$ cat config.mk
export PLATFORM = sky130hd
export DESIGN_NAME = ex_stage_mc
export DESIGN_NICKNAME = d
export VERILOG_FILES = /design/src/rtl/ex_stage_mc.sv
export SDC_FILE = /design/constraint.sdc
export NUM_CORES = 2
export LEC_CHECK = 0
export CAP_MARGIN = 10
export CORE_MARGIN = 2
export CORE_UTILIZATION = 30
export DETAILED_ROUTE_END_ITERATION = 6
export GPL_TIMING_DRIVEN = 0
export SYNTH_ARGS = -nofsm -noshare
export SYNTH_HDL_FRONTEND = slang
export SYNTH_SLANG_ARGS = --single-unit
$ cat constraint.sdc
create_clock -name clk -period 12.58 [get_ports clk]
set_clock_uncertainty 0.2 [all_clocks]
set_input_delay 1.887 -clock clk [delete_from_list [all_inputs] [get_ports clk]]
set_output_delay 1.887 -clock clk [all_outputs]
set_load 0.02 [all_outputs]
$ cat src/rtl/ex_stage_mc.sv
// Multi-cycle RISC-V execute stage: forwarding, ALU, branch compare and iterative RV32M/RV64M MDU.
// Latency: ALU ops and divide special cases take 1 cycle, other MDU ops take XLEN+1 cycles (accept to out_valid).
// Backpressure: in_ready drops while the MDU is busy or the output register is held by !out_ready.
//
// Ports:
//   clk, rst_n                       clock, asynchronous active-low reset
//   flush                            kills the accepted/in-flight op at the next edge
//   in_valid / in_ready              upstream handshake from the ID/EX register
//   data1, data2, pc_in, immediate_in operands from ID/EX
//   alu_result_mem, write_data_wb    forwarding sources from MEM and WB
//   alu_op, branch_jump              operation and branch/jump type
//   data*_sel_alu, data*_sel_bj      forwarding selects (0 rf, 1 pc/imm, 2 WB, 3 MEM)
//   out_valid / out_ready            downstream handshake to MEM
//   alu_result, store_data, pc_select registered results
module ex_stage_mc #(
  parameter int XLEN  = 32,
  parameter int CNT_W = $clog2(XLEN) + 1
) (
  input  logic            clk,
  input  logic            rst_n,
  input  logic            flush,
  input  logic            in_valid,
  output logic            in_ready,
  input  logic [XLEN-1:0] data1,
  input  logic [XLEN-1:0] data2,
  input  logic [XLEN-1:0] pc_in,
  input  logic [XLEN-1:0] immediate_in,
  input  logic [XLEN-1:0] alu_result_mem,
  input  logic [XLEN-1:0] write_data_wb,
  input  logic [4:0]      alu_op,
  input  logic [2:0]      branch_jump,
  input  logic [1:0]      data1_sel_alu,
  input  logic [1:0]      data2_sel_alu,
  input  logic [1:0]      data1_sel_bj,
  input  logic [1:0]      data2_sel_bj,
  output logic            out_valid,
  input  logic            out_ready,
  output logic [XLEN-1:0] alu_result,
  output logic [XLEN-1:0] store_data,
  output logic            pc_select
);

  localparam int SH_W = $clog2(XLEN);

  // ALU operation codes (alu_op[4:3] == 2'b11 is the MDU space)
  localparam logic [4:0] OP_ADD  = 5'd0;
  localparam logic [4:0] OP_SUB  = 5'd1;
  localparam logic [4:0] OP_SLL  = 5'd2;
  localparam logic [4:0] OP_SLT  = 5'd3;
  localparam logic [4:0] OP_SLTU = 5'd4;
  localparam logic [4:0] OP_XOR  = 5'd5;
  localparam logic [4:0] OP_SRL  = 5'd6;
  localparam logic [4:0] OP_SRA  = 5'd7;
  localparam logic [4:0] OP_OR   = 5'd8;
  localparam logic [4:0] OP_AND  = 5'd9;
  localparam logic [4:0] OP_PASSB = 5'd10; // LUI
  localparam logic [4:0] OP_LINK = 5'd11;  // a + 4, return address for jumps

  // Branch/jump types
  localparam logic [2:0] BJ_BEQ  = 3'd1;
  localparam logic [2:0] BJ_BNE  = 3'd2;
  localparam logic [2:0] BJ_BLT  = 3'd3;
  localparam logic [2:0] BJ_BGE  = 3'd4;
  localparam logic [2:0] BJ_BLTU = 3'd5;
  localparam logic [2:0] BJ_BGEU = 3'd6;
  localparam logic [2:0] BJ_JUMP = 3'd7;

  typedef enum logic {S_IDLE, S_BUSY} state_t;

  state_t            state_q, state_d;
  logic [CNT_W-1:0]  cnt_q, cnt_d;
  logic [XLEN-1:0]   acc_q, acc_d;     // product high half / partial remainder
  logic [XLEN-1:0]   lo_q, lo_d;       // multiplier bits / dividend->quotient bits
  logic [XLEN-1:0]   opnd_q, opnd_d;   // multiplicand or divisor magnitude
  logic [2:0]        f3_q, f3_d;
  logic              neg_q, neg_d;     // product/quotient sign
  logic              rneg_q, rneg_d;   // remainder sign follows the dividend
  logic              out_valid_q, out_valid_d;
  logic [XLEN-1:0]   alu_result_q, alu_result_d;
  logic [XLEN-1:0]   store_data_q, store_data_d;
  logic              pc_select_q, pc_select_d;

  // ---------------- forwarding muxes ----------------
  logic [XLEN-1:0] alu_a, alu_b, bj_a, bj_b;

  always_comb begin
    case (data1_sel_alu)
      2'd0:    alu_a = data1;
      2'd1:    alu_a = pc_in;
      2'd2:    alu_a = write_data_wb;
      default: alu_a = alu_result_mem;
    endcase
    case (data2_sel_alu)
      2'd0:    alu_b = data2;
      2'd1:    alu_b = immediate_in;
      2'd2:    alu_b = write_data_wb;
      default: alu_b = alu_result_mem;
    endcase
    // Branch muxes have no PC/imm leg: select 1 falls back to the register file
    case (data1_sel_bj)
      2'd2:    bj_a = write_data_wb;
      2'd3:    bj_a = alu_result_mem;
      default: bj_a = data1;
    endcase
    case (data2_sel_bj)
      2'd2:    bj_b = write_data_wb;
      2'd3:    bj_b = alu_result_mem;
      default: bj_b = data2;
    endcase
  end

  // ---------------- single-cycle ALU ----------------
  logic [XLEN-1:0] alu_out;

  always_comb begin
    alu_out = '0;
    case (alu_op)
      OP_ADD:   alu_out = alu_a + alu_b;
      OP_SUB:   alu_out = alu_a - alu_b;
      OP_SLL:   alu_out = alu_a << alu_b[SH_W-1:0];
      OP_SLT:   alu_out = {{(XLEN-1){1'b0}}, $signed(alu_a) < $signed(alu_b)};
      OP_SLTU:  alu_out = {{(XLEN-1){1'b0}}, alu_a < alu_b};
      OP_XOR:   alu_out = alu_a ^ alu_b;
      OP_SRL:   alu_out = alu_a >> alu_b[SH_W-1:0];
      OP_SRA:   alu_out = $signed(alu_a) >>> alu_b[SH_W-1:0];
      OP_OR:    alu_out = alu_a | alu_b;
      OP_AND:   alu_out = alu_a & alu_b;
      OP_PASSB: alu_out = alu_b;
      OP_LINK:  alu_out = alu_a + XLEN'(4);
      default:  alu_out = '0;
    endcase
  end

  // ---------------- branch logic ----------------
  logic br_taken;

  always_comb begin
    case (branch_jump)
      BJ_BEQ:  br_taken = (bj_a == bj_b);
      BJ_BNE:  br_taken = (bj_a != bj_b);
      BJ_BLT:  br_taken = ($signed(bj_a) <  $signed(bj_b));
      BJ_BGE:  br_taken = ($signed(bj_a) >= $signed(bj_b));
      BJ_BLTU: br_taken = (bj_a <  bj_b);
      BJ_BGEU: br_taken = (bj_a >= bj_b);
      BJ_JUMP: br_taken = 1'b1;
      default: br_taken = 1'b0;
    endcase
  end

  // ---------------- MDU operand preparation (accept cycle) ----------------
  logic            is_mdu, is_div, a_signed, b_signed, a_neg, b_neg;
  logic            div_zero, div_ovf;
  logic [XLEN-1:0] mag_a, mag_b, special_res;

  always_comb begin
    is_mdu   = (alu_op[4:3] == 2'b11);
    is_div   = alu_op[2];
    // DIV/REM are signed when funct3[0]==0; MULH signs both, MULHSU only rs1.
    // MUL needs no sign handling: the low half is sign-agnostic.
    a_signed = is_div ? ~alu_op[0] : ((alu_op[2:0] == 3'd1) || (alu_op[2:0] == 3'd2));
    b_signed = is_div ? ~alu_op[0] : (alu_op[2:0] == 3'd1);
    a_neg    = a_signed & alu_a[XLEN-1];
    b_neg    = b_signed & alu_b[XLEN-1];
    mag_a    = a_neg ? -alu_a : alu_a;
    mag_b    = b_neg ? -alu_b : alu_b;
    div_zero = is_div && (alu_b == '0);
    div_ovf  = is_div && !alu_op[0] && (alu_a == {1'b1, {(XLEN-1){1'b0}}}) && (alu_b == '1);
    // alu_op[1] distinguishes REM* from DIV*
    if (div_zero) special_res = alu_op[1] ? alu_a : '1;
    else          special_res = alu_op[1] ? '0    : alu_a;
  end

  // ---------------- MDU iteration step ----------------
  logic [XLEN:0]   mul_sum, div_sh, div_diff;
  logic [XLEN-1:0] step_acc, step_lo;

  always_comb begin
    mul_sum  = {1'b0, acc_q} + {1'b0, (lo_q[0] ? opnd_q : {XLEN{1'b0}})};
    div_sh   = {acc_q, lo_q[XLEN-1]};
    div_diff = div_sh - {1'b0, opnd_q};
    if (f3_q[2]) begin
      // Restoring divide: keep the shifted remainder if the trial subtract borrowed
      if (!div_diff[XLEN]) begin
        step_acc = div_diff[XLEN-1:0];
        step_lo  = {lo_q[XLEN-2:0], 1'b1};
      end else begin
        step_acc = div_sh[XLEN-1:0];
        step_lo  = {lo_q[XLEN-2:0], 1'b0};
      end
    end else begin
      // Shift-add multiply: the carry out of the add becomes the new MSB
      step_acc = mul_sum[XLEN:1];
      step_lo  = {mul_sum[0], lo_q[XLEN-1:1]};
    end
  end

  // ---------------- MDU result fix-up ----------------
  logic [2*XLEN-1:0] prod, prod_fix;
  logic [XLEN-1:0]   quo_fix, rem_fix, mdu_res;

  always_comb begin
    prod     = {step_acc, step_lo};
    prod_fix = neg_q  ? -prod     : prod;
    quo_fix  = neg_q  ? -step_lo  : step_lo;
    rem_fix  = rneg_q ? -step_acc : step_acc;
    case (f3_q)
      3'd0:       mdu_res = prod_fix[XLEN-1:0];
      3'd1, 3'd2,
      3'd3:       mdu_res = prod_fix[2*XLEN-1:XLEN];
      3'd4, 3'd5: mdu_res = quo_fix;
      default:    mdu_res = rem_fix;
    endcase
  end

  // ---------------- control and next state ----------------
  logic accept, mdu_done;

  assign in_ready = (state_q == S_IDLE) && (!out_valid_q || out_ready);
  assign accept   = in_valid && in_ready;
  assign mdu_done = (state_q == S_BUSY) && (cnt_q == CNT_W'(1));

  always_comb begin
    state_d      = state_q;
    cnt_d        = cnt_q;
    acc_d        = acc_q;
    lo_d         = lo_q;
    opnd_d       = opnd_q;
    f3_d         = f3_q;
    neg_d        = neg_q;
    rneg_d       = rneg_q;
    out_valid_d  = out_valid_q;
    alu_result_d = alu_result_q;
    store_data_d = store_data_q;
    pc_select_d  = pc_select_q;

    if (flush) begin
      // Kill takes priority over accept and completion in the same cycle
      state_d     = S_IDLE;
      cnt_d       = '0;
      out_valid_d = 1'b0;
    end else begin
      if (out_ready) out_valid_d = 1'b0;

      if (state_q == S_BUSY) begin
        acc_d = step_acc;
        lo_d  = step_lo;
        cnt_d = cnt_q - CNT_W'(1);
      end

      if (accept) begin
        store_data_d = bj_b;
        pc_select_d  = is_mdu ? 1'b0 : br_taken;
        if (!is_mdu) begin
          alu_result_d = alu_out;
          out_valid_d  = 1'b1;
        end else if (div_zero || div_ovf) begin
          alu_result_d = special_res;
          out_valid_d  = 1'b1;
        end else begin
          state_d = S_BUSY;
          cnt_d   = CNT_W'(XLEN);
          acc_d   = '0;
          lo_d    = is_div ? mag_a : mag_b;
          opnd_d  = is_div ? mag_b : mag_a;
          f3_d    = alu_op[2:0];
          neg_d   = a_neg ^ b_neg;
          rneg_d  = a_neg;
        end
      end

      if (mdu_done) begin
        alu_result_d = mdu_res;
        out_valid_d  = 1'b1;
        state_d      = S_IDLE;
        cnt_d        = '0;
      end
    end
  end

  always_ff @(posedge clk or negedge rst_n) begin
    if (!rst_n) begin
      state_q      <= S_IDLE;
      cnt_q        <= '0;
      acc_q        <= '0;
      lo_q         <= '0;
      opnd_q       <= '0;
      f3_q         <= '0;
      neg_q        <= 1'b0;
      rneg_q       <= 1'b0;
      out_valid_q  <= 1'b0;
      alu_result_q <= '0;
      store_data_q <= '0;
      pc_select_q  <= 1'b0;
    end else begin
      state_q      <= state_d;
      cnt_q        <= cnt_d;
      acc_q        <= acc_d;
      lo_q         <= lo_d;
      opnd_q       <= opnd_d;
      f3_q         <= f3_d;
      neg_q        <= neg_d;
      rneg_q       <= rneg_d;
      out_valid_q  <= out_valid_d;
      alu_result_q <= alu_result_d;
      store_data_q <= store_data_d;
      pc_select_q  <= pc_select_d;
    end
  end

  assign out_valid  = out_valid_q;
  assign alu_result = alu_result_q;
  assign store_data = store_data_q;
  assign pc_select  = pc_select_q;

endmodule

==> impl_metrics.tcl <==
set metrics [dict create \
    status "finished, violations left" \
    violations "design-rule violations, max-slew violations" \
    grt_pass1_vias 36000 \
    cts_hold_buf 0 \
    timing.final.crit_share_pct 91.4 \
    fp.dieW_um 322 \
    area_delta_synth_final_pct 16.6 \
    start_kind "input port" \
    place_area_mm2 0.0349 \
    post-route-drc-count 2 \
    track_usage_pct 38.1 \
    die_y_um 322 \
    place_ws_ps 1080 \
    ir_worst_vdd_uv 123 \
    r2r_cells 21 \
    crit_arrival_ps 11680 \
    overflow 0 \
    grt-busiest-layer "met2" \
    cap_viol_max_count 0 \
    dp.cells 5823 \
    final_nets 4904 \
    dpl.hpwl_um 166000 \
    relSlewSlack_pct -4.65 \
    cts_tree "yes" \
    utilization_pct 35.4 \
    hold_viol 0 \
    initial_core_util_pct 30.3 \
    wl_per_cell_um 34.8 \
    cp_data_required_time_ps 12760 \
    use_met2_pct 59.2 \
    r2r_end "alu_result[22]" \
    drt_iter0_drc 4948 \
    gp_congestion 1.11 \
    tns_ps 0 \
    rsz0062_at_grt "no" \
    power.density_mw_per_mm2 182 \
    cpPeakStageDelay_ps 1000 \
    synthesis.instances 4191 \
    ys_async_sr_fraction_pct 100 \
    cts_buffers 17 \
    root_buffer "clkbuf_16" \
    dieArea_mm2 0.104 \
    postRouteAntennaNets 0 \
    io_buffers 270 \
    via_per_inst 6.45 \
    synth-edff-count 0 \
    synth_nets 4610 \
    grt_first_pass_wirelength_um 281000 \
    max_freq_mhz 87.0 \
    io_pins 280 \
    final_max_slew_viol_count 6 \
    hold_start "store_data[15]" \
    hold_end "store_data[15]" \
    wirelength_um 204000 \
    setup_viol 0 \
    final_cell_mix "nand2_1 (458), nor2_1 (397), o21ai_0 (388)" \
    avgSynthCellArea_um2 7.26 \
    worstMarginPinSlew_ps 1570 \
    ys_ff_latch 174 \
    r2r_start "f3_q[2]" \
    holdPathStages 2 \
    worstPathMaxFanout 12 \
    cts_resized 0 \
    p_leak_nw 14.1 \
    layout_setup_ws_ps 1080 \
    coreArea_mm2 0.100 \
    vias 37800 \
    cp_slowest_cell "buf_1" \
    num_rows 116 \
    syn_area_mm2 0.0304 \
    detail_route.first_pass.iterations 7 \
    synth-seq-area-share_pct 14.3 \
    hold_class "register to register" \
    fin_area_mm2 0.0355 \
    yosysUniqueCellTypes 107 \
    yosys_warnings 0 \
    rrSetupSlack_ps 2780 \
    drive_above_1_share_pct 6.20 \
    grtUsageMet3_pct 8.98 \
    cts_sinks 174 \
    finalNonFillerCells 5860 \
    final_common_cell "nand2_1" \
    clk_latency_ps 510 \
    grt_antenna_before_repair 11 \
    clockBufferDepth 2 \
    clk_pin_slew_ps 90 \
    ys.flop_type "dfrtp_1" \
    cts_max_level 4 \
    end_kind "register" \
    post_cts_buffers 0 \
    grt_max_degree 106 \
    crit_type "input port to register" \
    met1_usage_pct 45.0 \
    period_minus_slack_ps 11500 \
]
-- through the flow --
step                      hold slack [ps]  power [mW]
after floorplan                       263        3.78
after global placement                266        5.63
after detailed placement              269        5.64
after CTS                             291        6.22
after global routing                  326        6.70
final                                 285        6.46
-- layer usage --
metal	up-vias	routed length (um)
li1	16200	-
met1	18200	76800
met2	2660	88100
met3	724	19200
met4	12	20000
met5	-	80
-- worst max-delay path: cells and delay by family --
kind                     cells  cell delay [ps]
buffers and inverters        9             4040
AO/OA/AOI/OAI               10             3740
adder cells (fa/ha/maj)      2             1060
multiplexers                 2              730
AND/OR/NAND/NOR              2              170
-- logic make-up after synthesis --
family / share of synthesized area, %
AO/OA/AOI/OAI: 31.2
buffers and inverters: 6.37
adder cells (fa/ha/maj): 9.60
multiplexers: 11.4
AND/OR/NAND/NOR: 20.7
flip-flops: 14.3
XOR/XNOR: 6.45
-- worst max path at each step --
stage	from	end	slack (ps)	depth (start not counted)
after global placement	rst_n	f3_q[1]	790	1
final	data2_sel_alu[1]	alu_result[28]	1080	25
after global routing	data2_sel_alu[1]	alu_result[28]	930	25
after CTS	data2_sel_alu[1]	alu_result[28]	1570	25
after floorplan	data2_sel_alu[1]	alu_result[28]	4890	25
after detailed placement	data2_sel_alu[1]	alu_result[28]	1080	25
-- Yosys cell counts (all sizes together), types with 22 or more instances --
cell type	number	area, um^2
mux2	39	439
buf	105	522
a221oi	51	470
xnor2	165	1450
nand3	79	400
xor2	59	517
a21oi	371	1880
nand2	458	1720
clkbuf	208	781
dfrtp	174	4350
nor3	90	470
o221ai	40	350
a21o	65	488
or3	31	194
a211oi	60	470
o22ai	37	231
o21a	22	165
a22oi	34	255
ha	202	2530
mux4	59	1330
nor2	398	1500
a31oi	60	390
nor4	38	272
nand2b	30	188
nor2b	30	188
mux2i	169	1690
or2	22	138
and2	49	307
inv	157	589
o211ai	42	315
nand4	45	282
and3	37	231
o31ai	43	328
o21ai	402	2020
maj3	31	310
-- state kept, by name (all words and copies together), names as in the netlist, 3 cells and up --
register,cells
acc_q,32
alu_result,32
cnt_q,6
f3_q,3
lo_q,32
opnd_q,32
store_data,32
-- report_power, final --
part           switching [mW]  internal (mW)  leakage (nW)
clock                   0.297          0.269         0.268
combinational            3.39           1.55          11.6
sequential              0.238          0.721          2.19
-- layout make-up --
cell class	count	area [um^2]
Tap cell	1357	1700
Clock buffer	20	457
Multi-Input combinational cell	3535	24100
Buffer	313	1300
Antenna cell	5	12.5
Fill cell	10900	64800
Clock inverter	12	103
Inverter	169	634
Timing Repair Buffer	275	2780
Sequential cell	174	4350
(Power assumes the default switching activity.)
